==> src/rtl/xbar_access_ctrl.sv <==
// Single-cell access sequencer for a 64x64 1T1R crossbar: READ, or SET/RESET with program-and-verify.
// Drives one-hot row/column pulses and returns the sensed bit on a valid/ready response channel.
module xbar_access_ctrl #(
    parameter int unsigned PULSE_CYC  = 4,
    parameter int unsigned SETTLE_CYC = 2,
    parameter int unsigned READ_CYC   = 2,
    parameter int unsigned MAX_RETRY  = 7
) (
    input  logic        clk,
    input  logic        rst,
    input  logic        cmd_valid,
    output logic        cmd_ready,
    input  logic [1:0]  cmd_op,
    input  logic [5:0]  cmd_row,
    input  logic [5:0]  cmd_col,
    output logic        rsp_valid,
    input  logic        rsp_ready,
    output logic        rsp_data,
    output logic        rsp_err,
    output logic [3:0]  rsp_tries,
    output logic [63:0] xbar_row,
    output logic [63:0] xbar_col,
    output logic [63:0] xbar_wctl,
    input  logic [63:0] xbar_sense
);

    localparam int unsigned N  = 64;
    localparam int unsigned IW = 6;
    localparam int unsigned TW = 8;
    localparam int unsigned CW = 4;

    localparam logic [1:0] OP_READ  = 2'b00;
    localparam logic [1:0] OP_SET   = 2'b01;
    localparam logic [1:0] OP_RESET = 2'b10;

    typedef enum logic [2:0] {
        S_IDLE,
        S_PULSE,
        S_SETTLE,
        S_SENSE,
        S_RESP
    } state_t;

    state_t          state_q, state_d;
    logic [TW-1:0]   timer_q, timer_d;
    logic [IW-1:0]   row_q, row_d;
    logic [IW-1:0]   col_q, col_d;
    logic [1:0]      op_q, op_d;
    logic [CW-1:0]   tries_q, tries_d;
    logic            data_q, data_d;
    logic            err_q, err_d;
    logic            valid_q, valid_d;
    logic [N-1:0]    xrow_q, xrow_d;
    logic [N-1:0]    xcol_q, xcol_d;
    logic [N-1:0]    xwctl_q, xwctl_d;
    logic            drive_d;
    logic            positive_d;
    logic            sensed;

    assign sensed = xbar_sense[col_q];

    // State register and registered outputs.
    always_ff @(posedge clk or posedge rst) begin
        if (rst) begin
            state_q <= S_IDLE;
            timer_q <= '0;
            row_q   <= '0;
            col_q   <= '0;
            op_q    <= OP_READ;
            tries_q <= '0;
            data_q  <= 1'b0;
            err_q   <= 1'b0;
            valid_q <= 1'b0;
            xrow_q  <= '0;
            xcol_q  <= '0;
            xwctl_q <= '0;
        end else begin
            state_q <= state_d;
            timer_q <= timer_d;
            row_q   <= row_d;
            col_q   <= col_d;
            op_q    <= op_d;
            tries_q <= tries_d;
            data_q  <= data_d;
            err_q   <= err_d;
            valid_q <= valid_d;
            xrow_q  <= xrow_d;
            xcol_q  <= xcol_d;
            xwctl_q <= xwctl_d;
        end
    end

    // Next-state, phase timer and next values of the registered outputs.
    always_comb begin
        state_d = state_q;
        timer_d = timer_q;
        row_d   = row_q;
        col_d   = col_q;
        op_d    = op_q;
        tries_d = tries_q;
        data_d  = data_q;
        err_d   = err_q;

        case (state_q)
            S_IDLE: begin
                if (cmd_valid) begin
                    row_d   = cmd_row;
                    col_d   = cmd_col;
                    op_d    = cmd_op;
                    tries_d = '0;
                    data_d  = 1'b0;
                    err_d   = 1'b0;
                    case (cmd_op)
                        OP_READ: begin
                            state_d = S_SENSE;
                            timer_d = TW'(READ_CYC - 1);
                        end
                        OP_SET, OP_RESET: begin
                            state_d = S_PULSE;
                            timer_d = TW'(PULSE_CYC - 1);
                            tries_d = CW'(1);
                        end
                        default: begin
                            state_d = S_RESP;
                            err_d   = 1'b1;
                        end
                    endcase
                end
            end
            S_PULSE: begin
                if (timer_q == '0) begin
                    state_d = S_SETTLE;
                    timer_d = TW'(SETTLE_CYC - 1);
                end else begin
                    timer_d = timer_q - TW'(1);
                end
            end
            S_SETTLE: begin
                if (timer_q == '0) begin
                    state_d = S_SENSE;
                    timer_d = TW'(READ_CYC - 1);
                end else begin
                    timer_d = timer_q - TW'(1);
                end
            end
            S_SENSE: begin
                if (timer_q == '0) begin
                    data_d = sensed;
                    // SET verifies toward 1, RESET toward 0; retry while budget remains.
                    if (op_q == OP_READ || sensed == (op_q == OP_SET)) begin
                        state_d = S_RESP;
                    end else if (32'(tries_q) <= MAX_RETRY) begin
                        tries_d = tries_q + CW'(1);
                        state_d = S_PULSE;
                        timer_d = TW'(PULSE_CYC - 1);
                    end else begin
                        err_d   = 1'b1;
                        state_d = S_RESP;
                    end
                end else begin
                    timer_d = timer_q - TW'(1);
                end
            end
            S_RESP: begin
                if (rsp_ready) begin
                    state_d = S_IDLE;
                end
            end
            default: begin
                state_d = S_IDLE;
            end
        endcase

        drive_d    = (state_d == S_PULSE) || (state_d == S_SENSE);
        positive_d = (state_d == S_SENSE) || (op_d == OP_SET);
        xrow_d     = drive_d ? (N'(1) << row_d) : '0;
        xcol_d     = drive_d ? (N'(1) << col_d) : '0;
        xwctl_d    = (drive_d && positive_d) ? (N'(1) << row_d) : '0;
        valid_d    = (state_d == S_RESP);
    end

    assign cmd_ready = (state_q == S_IDLE) && !rst;
    assign rsp_valid = valid_q;
    assign rsp_data  = data_q;
    assign rsp_err   = err_q;
    assign rsp_tries = tries_q;
    assign xbar_row  = xrow_q;
    assign xbar_col  = xcol_q;
    assign xbar_wctl = xwctl_q;

endmodule
==> config.mk <==
export PLATFORM = sky130hd
export DESIGN_NAME = xbar_access_ctrl
export DESIGN_NICKNAME = d
export VERILOG_FILES = /design/src/rtl/xbar_access_ctrl.sv
export SDC_FILE = /design/constraint.sdc
export NUM_CORES = 1
export LEC_CHECK = 0
export ABC_CLOCK_PERIOD_IN_PS = 19900
export BUFFER_PORTS_ARGS = -buffer_cell sky130_fd_sc_hd__buf_2
export CAP_MARGIN = 5
export CORE_MARGIN = 3
export CORE_UTILIZATION = 35
export CTS_BUF_LIST = sky130_fd_sc_hd__clkbuf_8 sky130_fd_sc_hd__clkbuf_16
export DETAILED_ROUTE_END_ITERATION = 6
export HOLD_SLACK_MARGIN = 0.08
export PLACE_DENSITY = 0.69
export SLEW_MARGIN = 20
export SYNTH_ARGS = -nofsm -noshare
export SYNTH_HDL_FRONTEND = slang
export SYNTH_SLANG_ARGS = --single-unit
export TNS_END_PERCENT = 1
==> constraint.sdc <==
create_clock -name clk -period 19.9 [get_ports clk]
set_input_delay 0.995 -clock clk [delete_from_list [all_inputs] [get_ports clk]]
set_output_delay 0.995 -clock clk [all_outputs]
set_load 0.005 [all_outputs]
Word-level counts from Yosys, hierarchy flattened
Index checks and enable logic that the tools add are counted.
- bits in registers: 224
- word-level logic and storage cells: 99
- add/subtract/negate cells: 2
- order comparisons: 2
- eq/ne operators: 20
- shift operators: 2
- multiplexer cells: 42
- reduce and logical (&&, ||, !) cells: 19
- operators with widths (cell ; count):
    64-bit 2-to-1 mux ; 3
    1-bit by 6-bit left shift with 64-bit output (first input constant) ; 2
    8-bit 2-to-1 mux ; 5
    6-bit 2-to-1 mux ; 4
    8-bit case mux with 3 select lines ; 1
    3-bit 2-to-1 mux ; 7
    4-bit 2-to-1 mux ; 4
    8-bit case mux with 2 select lines ; 1
    3-bit case mux with 5 select lines ; 1
    5-bit AND reduction ; 3
    2-bit != test (second input constant) ; 5
    3-bit by 2-bit equality test with 1-bit output (second input constant) ; 3
    1-bit 2-to-1 mux ; 9
    8-bit logical NOT ; 1
    4-bit case mux with 2 select lines ; 1
    8-bit by 1-bit subtractor with 8-bit output (second input constant) ; 1
    6-bit by 7-bit less-than comparator with 1-bit output (second input constant) ; 1
    1-bit binary-select mux with 6-bit select ; 1
    2-bit by 1-bit equality test with 1-bit output (second input constant) ; 3
    3-bit by 1-bit equality test with 1-bit output (second input constant) ; 2
    3-bit equality test (second input constant) ; 2
    3-bit != test (second input constant) ; 2
    3-bit case mux with 2 select lines ; 1
    4-bit by 1-bit adder with 4-bit output (second input constant) ; 1
    16 further kinds ; 23

Logic depth before layout (Yosys ltp)
Gate-level depths: netlist of run 1.
- depth in word-level cells: 11
- depth in mapped cells: 11
- depth with buffers taken out: 9

Worst setup path after synthesis of run 1
No wires, ideal clock.
- kind: in2reg
- from: input cmd_valid
- to: register xwctl_q[2] (netlist: xbar_wctl[2])
- data arrival time: 3014 ps
- path slack: 16753 ps
- stages on the path: 8
- path buffers: 2
- cells stage by stage: nor4b_1 buf_2 mux2i_1 clkinv_1 nand3_1 nand2b_1 buf_1 nor3_1
- RTL lines (element ; line ; text):
    start, declared ; 11 ; input logic cmd_valid,
    6-bit 2-to-1 mux ; 106 ; if (cmd_valid) begin
    6-bit 2-to-1 mux ; 104 ; case (state_q)
    net row_d[1] ; 46 ; logic [IW-1:0] row_q, row_d;
    1-bit by 6-bit left shift with 64-bit output ; 178 ; xwctl_d = (drive_d && positive_d) ? (N'(1) << row_d) : '0;
    64-bit 2-to-1 mux ; 178 ;
    net xwctl_d[2] ; 55 ; logic [N-1:0] xwctl_q, xwctl_d;
    end signal, assigned ; 89 ; xwctl_q <= xwctl_d;
    end, declared ; 55 ;
The timed path passes the listed nets, and every way through them passes these cells.
A chain may end at the register's enable or synchronous reset.

Worst setup path in the final report of run 1
- from: register col_q[1]
- to: register xwctl_q[4] (netlist: xbar_wctl[4])
- longest elaborated chain between the ends: 11
- ends and longest elaborated chain (element ; line ; text):
    start, declared ; 47 ; logic [IW-1:0] col_q, col_d;
    start signal, assigned ; 81 ; col_q <= col_d;
    1-bit binary-select mux with 6-bit select (*) ; 60 ; assign sensed = xbar_sense[col_q];
    1-bit 2-to-1 mux (not written as such) (*) ; 60 ;
    1-bit equality test (*) ; 150 ; if (op_q == OP_READ || sensed == (op_q == OP_SET)) begin
    1-bit logical OR (*) ; 150 ;
    3-bit 2-to-1 mux (*) ; 150 ;
    3-bit 2-to-1 mux (*) ; 147 ; if (timer_q == '0) begin
    3-bit case mux with 5 select lines (*) ; 104 ;
    3-bit by 1-bit equality test with 1-bit output or 3-bit by 2-bit equality test with 1-bit output (tied branches) ; 174, 175 ;
    1-bit logical OR (on tied branches) ; 174, 175 ;
    1-bit logical AND (*) ; 178 ;
    64-bit 2-to-1 mux (*) ; 178 ;
    net xwctl_d[4] ; 55 ;
The timed path passes the listed nets; every way through them passes the cells marked *. The select of a mux whose other input is x is not followed.

==> results.yml, run 1 <==
grt:
  antenna_found_initial: 0
  grt_max_degree: 147
  globalRouteOverflowTotal: 0
  grt_pass1_vias: 6663
  track_usage_pct: 18.3
  grt_pass1_wl_um: 37700
clock_tree:
  cts_tree: "built"
  hold_buffers: 0
  numClockSinks: 224
  post_cts_buffers: 0
  clockBufferDepth: 3
  root_buffer: "clkbuf_16"
  cts_resized: 0
  clkTransAtPathRegs_ns: 0.06
  cts_buffers: 24
  clk_latency_ns: 0.53
  htree_num_levels: 1
logic_synthesis:
  yosys.area_share.xor_xnor_pct: 0.206
  ys_warn_count: 0
  synth_cells: 683
  muxShareOfSynthArea_pct: 7.46
  synth_compound_area_share_pct: 3.60
  yosysSeqAreaShare_pct: 65.8
  ys.flop_type: "dfrtp_1"
  ys_types: 46
  synth_top_family_by_area: "simple AND/OR/NAND/NOR gates"
  ys_ff_latch: 224
  async_flop_share_pct: 100
  synth.avg_cell_area_um2: 12.5
  synth.net_count: 771
  synth_top_area_share_pct: 65.8
  synth_edf_count: 0
  synthSimpleGateAreaFrac_pct: 17.3
  netlist_area_um2: 8520
  ys_top_cells_by_area: "dfrtp_1 66%, nor3_1 12%, mux4_2 4.2%"
  synth_adder_area_share_pct: 0.881
  synth.largest_area_cell: "dfrtp_1"
setup_path:
  crit_chain: "mux4_2, mux2i_1, a221oi_1, a22oi_4, mux2i_4, a21oi_4, buf_4, buf_4, nor3_1"
  crit_type: "flip-flop to flip-flop"
  critical_path.slowest_cell: "dfrtp_1"
  worstPathArrival_ns: 4.95
  cp_max_fo: 103
  crit_top_cell: "buf_4"
  critPathMaxStageDelay_ns: 0.86
  worst_setup_path_end_kind: "flip-flop"
  worstPathRequired_ns: 20.27
  start_kind: "flip-flop"
detailed_routing:
  vias_per_cell: 4.99
  drc: 0
  first_iter_violations: 323
  wirelength_um: 24500
  vias: 6422
  routedWlPerCell_um: 19.1
  drt_pass1_iterations: 5
  antenna_left: 0
die:
  die_height_um: 162
  pin_count: 282
  initial_core_util_pct: 36.0
  die_area_um2: 26200
  coreArea_um2: 23700
  num_rows: 56
  die_w_um: 162
power:
  p_leak_nw: 5.61
  power_density_nw_per_um2: 88.3
  peakVddDrop_mv: 0.0764
timing:
  max_freq_ghz: 0.218
  tightest_slew_ns: 1.01
  finalCriticalPeriod_ns: 4.58
  hold_viol: 0
  max_slew_margin_pct: 32.6
  finalSetupViolations: 0
  drv_slew: 0
  finClkSkew_ns: 0.0229
  final.period_utilization_pct: 23.0
  rsz0062_at_grt: "no"
  fin_tns_setup_ns: 0
  hold_ws_ns: 0.505
placed_design:
  port_buffers: 281
  place_area_um2: 10000
  dp_cells: 1245
  place.gp.congestion: 0.851
  dp_hpwl_um: 17300
layout:
  fin_area_um2: 10800
  drive_gt1_share_pct: 36.0
  area_growth_pct: 27.2
  post-route-util_pct: 45.8
  nFillCells: 2240
  final_cells: 1287
  finalNetCount: 1040
  final_common_cell: "buf_2"
  layout_common_cells: "281 x buf_2, 224 x dfrtp_1, 195 x nor3_1"
run:
  cap_violations: 0
worst_hold_path:
  hold_class: "flip-flop to flip-flop"
outcome:
  outcome: "finished, final reports clean"
layout make-up:
| type | count | area [µm²] | area share [%] |
|---|---|---|---|
| flip-flops and latches | 224 | 5610 | 51.7 |
| multi-input cells | 396 | 2520 | 23.3 |
| repair buffers | 285 | 1440 | 13.3 |
| clock buffers | 29 | 669 | 6.18 |
| well taps | 319 | 399 | 3.68 |
| clock inverters | 12 | 115 | 1.06 |
| inverters | 21 | 86.3 | 0.797 |
| diodes | 1 | 2.50 | 0.0231 |
cells in the mapped netlist (2+ instances only):
| library cell | instances |
|---|---|
| xnor2_1 | 2 |
| buf_6 | 20 |
| nor2b_1 | 3 |
| inv_1 | 20 |
| and2_1 | 3 |
| clkbuf_1 | 11 |
| nand3_1 | 10 |
| a31oi_1 | 7 |
| or3_1 | 2 |
| mux4_2 | 16 |
| o21ai_0 | 8 |
| dfrtp_1 | 224 |
| a211oi_1 | 2 |
| mux2_2 | 2 |
| nand2b_1 | 9 |
| nor2_1 | 24 |
| ha_1 | 6 |
| buf_2 | 7 |
| a21oi_1 | 11 |
| nand2_1 | 49 |
| buf_4 | 2 |
| a22oi_1 | 3 |
| mux2i_1 | 23 |
| nor3_1 | 196 |
| buf_1 | 2 |
layer usage:
metal	wire length, µm	global-route usage (%)
met5	0	0
met4	691	5.47
met3	2450	6.04
met2	11800	30.8
met1	9630	22.5
worst max-delay path: cells and delay by family, from the launching register on:
| kind | cells | cell delay, ns |
|---|---|---|
| AND/OR/NAND/NOR | 1 | 0.17 |
| flip-flops | 1 | 0.86 |
| buffers and inverters | 2 | 1.53 |
| multiplexers | 3 | 1.04 |
| AO/OA/AOI/OAI | 3 | 0.70 |
path summary, 6_finish.rpt:
path | startpoint | to | slack (ns) | cells after the start
setup / recovery | col_q[1] | xbar_wctl[4] | 15.32 | 9
min in group asynchronous | rst | rsp_tries[1] | 0.64 | 2
setup reg to reg | col_q[1] | xbar_wctl[4] | 15.32 | 9
max in group asynchronous | rst | xbar_wctl[5] | 17.75 | 3
hold reg to reg | timer_q[5] | timer_q[5] | 0.51 | 1
hold / removal | timer_q[5] | timer_q[5] | 0.51 | 1
registers in the layout, summed over array words and instances (netlist names), 2 cells and up:
register / flops
xbar_col: 64
xbar_row: 64
xbar_wctl: 64
timer_q: 8
col_q: 6
row_q: 6
rsp_tries: 4
state_q: 3
op_q: 2
report_power, final:
part / total (W) / switching, W / internal, W / leakage, nW
clock: 0.000433 / 0.000180 / 0.000253 / 0.404
combinational: 0.0000618 / 0.0000423 / 0.0000195 / 2.14
sequential: 0.000463 / 0.00000359 / 0.000459 / 3.06
cell families (layout without fill, tap and decap cells):
family / Yosys count / count (layout)
xor gates and xnor gates: 2 / 2
adders and majority gates: 6 / 6
AOI/OAI and AO/OA: 43 / 43
DFF: 224 / 224
and+or+nand+nor: 303 / 303
buffers and inverters: 63 / 347
muxes: 42 / 42
other: 0 / 1
per-stage QoR:
stage	total power (W)	worst slack (ns)
floorplan	0.000515	12.77
global placement	0.000532	15.30
detailed placement	0.000534	15.23
CTS	0.000967	15.30
global route	0.000994	15.03
finish	0.000957	15.32
Note: power is estimated with default switching activity, not from simulation.
==> run 2: changes to the inputs <==
- ABC_CLOCK_PERIOD_IN_PS: 19900 -> 4390
- clock period: 19.9 -> 4.39 ns (I/O delays scaled with it)
==> run 2 against run 1 <==
Effect of this change: final cell count increased by 1.0%; non-clock buffer count increased by 14; critical path depth is 1 lower; first-iteration DRC count rose by 3.1%; register-to-register slack worse by 15 ns; worst hold slack lost 0.40 ns; count of clock-buffer cells in the layout is 3 higher; clock power increased to 4.9 times the previous value; global-route usage about the same; combinational power rose to 4.7 times the previous value; power rose to 4.7 times the previous value; clock skew shrank 0.011 ns; critical path type unchanged; critical endpoint is now xbar_wctl[38]; highest routed layer unchanged.
==> results.yml, run 2 (synthesis gave the netlist of run 1 again) <==
timing:
  hold_viol: 0
  final.period_utilization_pct: 85.4
  max_freq_ghz: 0.267
  hold_ws_ns: 0.106
  finalSetupViolations: 0
  tightest_slew_ns: 0.868
  finClkSkew_ns: 0.0115
  finalCriticalPeriod_ns: 3.75
  drv_slew: 0
  max_slew_margin_pct: 42.1
  fin_tns_setup_ns: 0
  rsz0062_at_grt: "no"
placed_design:
  port_buffers: 281
  place.gp.congestion: 0.871
  dp_hpwl_um: 17400
detailed_routing:
  drt_pass1_iterations: 4
  vias_per_cell: 4.98
  wirelength_um: 24700
  first_iter_violations: 333
  antenna_left: 0
  routedWlPerCell_um: 19.0
  vias: 6471
  drc: 0
die:
  die_w_um: 162
  coreArea_um2: 23700
  die_area_um2: 26200
  pin_count: 282
  die_height_um: 162
  num_rows: 56
  initial_core_util_pct: 36.0
clock_tree:
  numClockSinks: 224
  root_buffer: "clkbuf_16"
  clockBufferDepth: 3
  post_cts_buffers: 0
  clkTransAtPathRegs_ns: 0.06
  cts_buffers: 24
  htree_num_levels: 1
  cts_tree: "built"
  clk_latency_ns: 0.51
setup_path:
  worst_setup_path_end_kind: "flip-flop"
  worstPathRequired_ns: 4.74
  critical_path.slowest_cell: "dfrtp_1"
  critPathMaxStageDelay_ns: 0.84
  worstPathArrival_ns: 4.10
  ff2ff_setup_slack_ns: 0.64
  crit_chain: "mux4_2, mux2i_1, a221oi_1, a22oi_4, mux2i_4, a21oi_4, buf_4, nor3_1"
  crit_type: "flip-flop to flip-flop"
  cp_max_fo: 56
  start_kind: "flip-flop"
layout:
  area_growth_pct: 29.6
  layout_common_cells: "281 x buf_2, 224 x dfrtp_1, 195 x nor3_1"
  multi_input_area_um2: 2520
  drive_gt1_share_pct: 35.8
  post-route-util_pct: 46.6
  final_common_cell: "buf_2"
  antenna_cells: 0
  finalNetCount: 1054
  ff_latch_area_um2: 5610
  nFillCells: 2220
grt:
  globalRouteOverflowTotal: 0
  grt_pass1_wl_um: 37700
  grt_pass1_vias: 6710
  grt_max_degree: 155
  track_usage_pct: 18.3
  antenna_found_initial: 1
power:
  power_density_nw_per_um2: 408
  p_leak_nw: 5.69
  p_total_w: 0.00450
  peakVddDrop_mv: 0.293
run:
  cap_violations: 0
worst_hold_path:
  hold_class: "input pin to flip-flop"
outcome:
  outcome: "finished, final reports clean"
## run 2: layer usage
metal | GRT usage, % | part of all wire [%] | wire length (µm) | vias to the layer above
li1 | - | - | - | 2967
met1 | 22.2 | 40 | 9800 | 3167
met2 | 31.1 | 48 | 11900 | 299
met3 | 6.38 | 9.8 | 2420 | 38
met4 | 4.96 | 2.5 | 616 | 0
met5 | 0 | 0 | 0 | -
## run 2: final cells by class
class / count / share of cell area, %
repair buffers: 299 / 14.4
clock inverters: 9 / 1.07
well taps: 319 / 3.62
flip-flops and latches: 224 / 50.8
multi-input cells: 396 / 22.8
clock buffers: 32 / 6.54
inverters: 21 / 0.748
## run 2: critical path, delay by kind of cell (launching register included)
kind            cells  cell delay (ns)
compound gates      3             1.07
mux                 3             0.90
flops               1             0.84
buf+inv             1             0.59
simple gates        1             0.15
## run 2: worst paths after layout
kind / from / to / cells past startpoint
max: col_q[1] / xbar_wctl[38] / 8
min: cmd_row[2] / row_q[2] / 3
max reg2reg: col_q[1] / xbar_wctl[38] / 8
min reg2reg: rsp_err / rsp_err / 1
max in group asynchronous: rst / xbar_col[34] / 4
min in group asynchronous: rst / state_q[1] / 4
## run 2: report_power, final
group	total (W)	switching (W)	internal (W)
clock	0.00211	0.000798	0.00132
combinational	0.000291	0.000193	0.0000982
sequential	0.00210	0.0000161	0.00208
total	0.00450	0.00101	0.00350
## run 2: metrics by stage
step | std cells | cell area (µm²) | worst slack (ns)
after floorplan | 683 | 8520 | 1.25
after global placement | 1247 | 10100 | 0.415
after detailed placement | 1247 | 10100 | 0.347
after CTS | 1300 | 11000 | 0.335
after global routing | 1300 | 11000 | 0.207
final | 1300 | 11000 | 0.641
## run 2: repair_timing
action | in CTS | in global routing
hold buffers | 12 | 0
gates resized for setup | 0 | 1
endpoints found under the hold margin | 187 | 0
endpoints found under the setup margin | 0 | 7
